[src/rtl/m_mem_arbiter.sv]
// m_mem_arbiter: shares one single-ported memory between the fetch and data
// ports; data wins conflicts, bounded by a fetch starvation guard.
module m_mem_arbiter #(
  parameter int ADDR_W   = 11,
  parameter int DATA_W   = 32,
  parameter int MAX_WAIT = 3
) (
  input  logic              w_clk,
  input  logic              w_rst,
  input  logic              w_ireq,
  input  logic [ADDR_W-1:0] w_iaddr,
  output logic              w_igrant,
  output logic              r_ivalid,
  output logic [DATA_W-1:0] w_irdata,
  input  logic              w_dreq,
  input  logic              w_dwe,
  input  logic [ADDR_W-1:0] w_daddr,
  input  logic [DATA_W-1:0] w_ddin,
  output logic              w_dgrant,
  output logic              r_dvalid,
  output logic [DATA_W-1:0] w_drdata,
  output logic [ADDR_W-1:0] w_maddr,
  output logic              w_mwe,
  output logic [DATA_W-1:0] w_mdin,
  input  logic [DATA_W-1:0] w_mdout,
  output logic [15:0]       r_conflicts
);

  localparam logic [3:0] LP_MAX_WAIT = 4'(MAX_WAIT);

  logic [3:0] r_wait;
  logic [3:0] w_wait_nxt;
  logic       w_force;

  always_ff @(posedge w_clk) begin
    if (w_rst) begin
      r_wait <= '0;
    end else begin
      r_wait <= w_wait_nxt;
    end
  end

  // Counts consecutive denied fetch cycles; any fetch grant or idle clears it.
  always_comb begin
    w_wait_nxt = '0;
    if (w_ireq && !w_igrant) begin
      if (r_wait == LP_MAX_WAIT) begin
        w_wait_nxt = r_wait;
      end else begin
        w_wait_nxt = r_wait + 4'd1;
      end
    end
  end

  always_comb begin
    w_force  = (r_wait == LP_MAX_WAIT);
    w_igrant = w_ireq && (!w_dreq || w_force);
    w_dgrant = w_dreq && !w_igrant;
    w_maddr  = w_dgrant ? w_daddr : w_iaddr;
    w_mwe    = w_dgrant && w_dwe && !w_rst;
    w_mdin   = w_ddin;
  end

  always_ff @(posedge w_clk) begin
    if (w_rst) begin
      r_ivalid <= 1'b0;
      r_dvalid <= 1'b0;
    end else begin
      r_ivalid <= w_igrant;
      r_dvalid <= w_dgrant && !w_dwe;
    end
  end

  always_ff @(posedge w_clk) begin
    if (w_rst) begin
      r_conflicts <= '0;
    end else if (w_ireq && w_dreq && (r_conflicts != 16'hFFFF)) begin
      r_conflicts <= r_conflicts + 16'd1;
    end
  end

  assign w_irdata = w_mdout;
  assign w_drdata = w_mdout;

endmodule

[config.mk]
export PLATFORM = sky130hd
export DESIGN_NAME = m_mem_arbiter
export DESIGN_NICKNAME = d
export VERILOG_FILES = /design/src/rtl/m_mem_arbiter.sv
export SDC_FILE = /design/constraint.sdc
export NUM_CORES = 1
export LEC_CHECK = 0
export ABC_CLOCK_PERIOD_IN_PS = 2600
export BUFFER_PORTS_ARGS = -buffer_cell sky130_fd_sc_hd__buf_4
export CORE_AREA = 2 2 86 88
export CTS_CLUSTER_DIAMETER = 150
export CTS_CLUSTER_SIZE = 24
export DETAILED_ROUTE_END_ITERATION = 16
export DIE_AREA = 0 0 88 90
export PLACE_DENSITY = 0.8
export SYNTH_ARGS = -nofsm -noshare
export SYNTH_HDL_FRONTEND = slang
export SYNTH_SLANG_ARGS = --single-unit
[constraint.sdc]
create_clock -name w_clk -period 2.6 [get_ports w_clk]
set_clock_uncertainty 0.2 [all_clocks]
set_input_delay 0.52 -clock w_clk [delete_from_list [all_inputs] [get_ports w_clk]]
set_output_delay 0.52 -clock w_clk [all_outputs]
set_load 0.02 [all_outputs]
### Word level (Yosys, flattened, before mapping)

Index checks and enable logic that the tools add are counted.
Widths: inputs -> output; s select.

* bits in registers: 22
* bits of input ports: 91
* output and inout bits: 128
* logic and storage cells: 24

* add/subtract/negate cells: 2
* eq/ne operators: 2
* muxes and demuxes: 1
* bitwise operators: 1
* reduce and logical (&&, ||, !) cells: 14

Operators by type and width (count)
* $add 16x1->16 const B: 1
* $ne 16x16->1 const B: 1
* $mux 11: 1
* $logic_and 1x1->1: 8
* $add 4x1->4 const B: 1
* $eq 4x2->1 const B: 1
* $logic_not 1->1: 4
* $reduce_or 2->1: 1
* $logic_or 1x1->1: 1
* $not 1->1: 1

### Depth between registers and ports, before layout

* depth after elaboration: 7
* mapped depth: 5
* depth with buffers taken out: 5

### Least setup slack after synthesis

Ideal clock, no wire load.

* kind: register to output
* start point: register r_wait[0]
* end point: output w_maddr[2]
* arrival: 1.659 ns
* data required time: 1.880 ns
* path slack: 0.221 ns
* stages on the path, launching flop included: 6
* buffers on the path: 1
* cells stage by stage: dfxtp_1 > ha_1 > nor3b_1 > a21oi_1 > buf_2 > mux2_2

* longest elaborated chain between the ends: 6

RTL lines
* from (decl): RTL line 31 `logic [3:0] r_wait;`
* from (signal assigned): RTL line 39 `r_wait <= w_wait_nxt;`
* $eq 4x2->1: RTL line 56 `w_force = (r_wait == LP_MAX_WAIT);`
* $logic_or 1x1->1: RTL line 57 `w_igrant = w_ireq && (!w_dreq || w_force);`
* $logic_and 1x1->1: RTL line 57
* $logic_not 1->1: RTL line 58 `w_dgrant = w_dreq && !w_igrant;`
* $logic_and 1x1->1: RTL line 58
* named net w_dgrant: RTL line 19 `output logic w_dgrant,`
* $mux 11: RTL line 59 `w_maddr = w_dgrant ? w_daddr : w_iaddr;`
* to (decl): RTL line 22 `output logic [ADDR_W-1:0] w_maddr,`

The timed path passes the listed nets, and every way through them passes these cells.

### Worst setup path in the final report

* start point: register r_wait[0]
* end point: output w_maddr[10]

* longest elaborated chain between the ends: 6

RTL lines (RTL line)
* $eq 4x2->1: 56
* $logic_or 1x1->1: 57
* $logic_and 1x1->1: 57
* $logic_not 1->1: 58
* $logic_and 1x1->1: 58
* $mux 11: 59

Every way passes these cells.

==> impl_metrics.env <==
export IMPL_wl_met3_microns=372
export IMPL_cts_tree="done"
export IMPL_synth_top_area_share_pct=36.3
export IMPL_ant_nets=0
export IMPL_first_pass_iters=4
export IMPL_wl_microns=4180
export IMPL_htreeDepth=1
export IMPL_vias=1355
export IMPL_synthTopCellsByArea="buf_4 36%, dfxtp_1 22%, mux2_2 9.6%, nor2_1 2.6%, nand4_4 2.1%"
export IMPL_p_leak_nw=0.800
export IMPL_final_cell_mix="59 x buf_4, 21 x dfxtp_1, 17 x mux2_2, 14 x nor2_1, 7 x a21oi_1"
export IMPL_cp_data_arrival_time_ns=1.78
export IMPL_post_route_period_util_pct=96.0
export IMPL_setup_viol=0
export IMPL_max_freq_mhz=401
export IMPL_cts_root_buffer_cell="clkbuf_8"
export IMPL_p_comb_share_pct=18.1
export IMPL_critPathKind="reg2out"
export IMPL_die_area_sq_mm=0.00792
export IMPL_antenna_cells=0
export IMPL_worst_setup_path_end_kind="output pin"
export IMPL_die_x_microns=88
export IMPL_stdcell_area_sq_mm=0.00190
export IMPL_rsz0062_at_grt="false"
export IMPL_area_growth_pct=-4.10
export IMPL_core_area_sq_mm=0.00702
export IMPL_syn_area_sq_mm=0.00198
export IMPL_hp_class="in2reg"
export IMPL_synth_avg_cell_area_sq_um=8.59
export IMPL_tightestPinTransition_ns=0.477
export IMPL_fin_setup_tns_ns=0
export IMPL_synth_edff_count=0
export IMPL_rows=31
export IMPL_synth_largest_area_cell="buf_4"
export IMPL_synth_nets=324
export IMPL_clockBufferDepth=2
export IMPL_outcome="completed"
export IMPL_routed_wl_met2_microns=2220
export IMPL_drt_iter0_markers=75
export IMPL_p_switching_mw=0.184
export IMPL_wl_per_cell_microns=14.2
export IMPL_drc=0
export IMPL_required_ns=1.88
export IMPL_gp_congestion=0.792
export IMPL_fp_dieH_microns=90
export IMPL_yosys_warnings=0
export IMPL_top_layer_used="met4"
export IMPL_io_buffers=58
export IMPL_post_synth_num_cell_types=42
export IMPL_p_per_area_mw_per_mm2=384
export IMPL_first_global_vias=1348
export IMPL_clkPwrFrac_pct=34.7
export IMPL_clk_pin_slew_ns=0.09
export IMPL_clk_latency_ns=0.26
export IMPL_syn_inst=231
export IMPL_synth_seq_area_share_pct=22.2
export IMPL_start_kind="register"
export IMPL_placed_area_sq_mm=0.00181
export IMPL_swShare_pct=25.1
export IMPL_relSlewSlack_pct=67.9
export IMPL_yosys_register_bits=22
export IMPL_overflow=0
export IMPL_synth_ff_type="dfxtp_1"
export IMPL_final_common_cell="buf_4"
export IMPL_finalHoldViolCount=0
export IMPL_cts_sinks=22
export IMPL_ios=219
export IMPL_cts_hold_buf=0
export IMPL_p_total_mw=0.731
export IMPL_fin_nets=290
export IMPL_slew_viol_final=0
export IMPL_synthArstFlopShare_pct=0
export IMPL_pwr_share_seq_pct=47.2
export IMPL_place_hpwl_microns=3330
export IMPL_fin_crit_ns=2.50
export IMPL_grt_use_total_pct=10.1
export IMPL_start_util_pct=28.3
export IMPL_crit_fanout=6
export IMPL_numCtsBuffers=3
export IMPL_ir_drop_mv=0.148
export IMPL_routed_via_density=4.59
export IMPL_drv_cap=0
export IMPL_wl_met1_microns=1410
export IMPL_p_int_mw=0.547
export IMPL_grt_antenna_before_repair=0
export IMPL_grt_max_degree=28
export IMPL_drive_gt1_share_pct=49.0
export IMPL_grt_first_pass_wirelength_microns=6440
final timing paths:
kind	from	endpoint	slack (ns)	cells past startpoint
min	w_dwe	r_dvalid$_SDFF_PP0_	0.22	2
min reg2reg	r_wait[0]$_SDFFE_PP0N_	r_wait[0]$_SDFFE_PP0N_	0.23	1
max reg2reg	r_conflicts[0]$_SDFFE_PP0P_	r_conflicts[14]$_SDFFE_PP0P_	0.59	5
max	r_wait[0]$_SDFFE_PP0N_	w_maddr[10]	0.10	6
power groups by stage:
stage / clock network (mW) / logic, mW / registers [mW]
2_1_floorplan: 0 / 0.273 / 0.356
3_3_place_gp: 0 / 0.128 / 0.352
3_5_place_dp: 0 / 0.130 / 0.353
4_1_cts: 0.259 / 0.130 / 0.345
5_1_grt: 0.271 / 0.142 / 0.346
6_report: 0.254 / 0.133 / 0.345
worst max-delay path, stage by stage, from the launching register on:
cell	delay, ns
dfxtp_2	0.34
ha_2	0.19
nor3b_4	0.15
a21oi_2	0.18
buf_6	0.16
mux2_2	0.33
buf_4	0.16
metal layers:
layer  vias up  GRT usage (%)
met5         -              0
met4         0           6.28
met3        35           2.57
met2        89           18.4
met1       606           9.85
li1        625              -
cells in the mapped netlist (all sizes together), types with 2 or more instances:
| library cell | number |
|---|---|
| or4 | 4 |
| mux2 | 17 |
| nor2 | 15 |
| a21oi | 8 |
| nand2 | 7 |
| nor3 | 4 |
| nand3 | 3 |
| xor2 | 2 |
| inv | 3 |
| o31ai | 4 |
| clkbuf | 2 |
| dfxtp | 22 |
| nor4 | 4 |
| and4 | 3 |
| ha | 2 |
| o21ai | 3 |
| buf | 98 |
| nand4 | 7 |
| or3 | 3 |
| nand2b | 2 |
| nor2b | 6 |
sequential cells by signal, indices dropped and copies added (netlist names):
name         count
r_conflicts     16
r_wait           4
r_ivalid         1
r_dvalid         1
cell type report:
type,instances,area (sq um)
tap,99,124
timing repair buffer,61,465
multi-input combinational,106,806
fill,756,5120
sequential,22,442
inverter,3,11.3
clock buffer,4,55.1
repair_timing:
item                                    CTS  global route
resized for setup                         1             8
pin swaps                                 0             1
setup buffers                             0             1
cloned                                    0             1
endpoints found under the setup margin    2            11
metrics by stage:
step	cells	hold slack [ns]	setup slack (ns)	util, %
2_1_floorplan	231	0.218	0.221	-
4_1_cts	293	0.212	0.00721	26.6
3_5_place_dp	289	0.253	0.292	25.7
5_1_grt	295	0.210	0.0227	27.1
6_report	295	0.216	0.104	27.1
3_3_place_gp	289	0.228	0.360	25.7
logic make-up after synthesis:
group | share of synthesized area, %
buffers and inverters | 38.1
AND/OR/NAND/NOR | 20.6
flip-flops | 22.2
AO/OA/AOI/OAI | 6.43
multiplexers | 10.2
XOR/XNOR | 1.32
adder cells (fa/ha/maj) | 1.26
(Power assumes the default switching activity.)
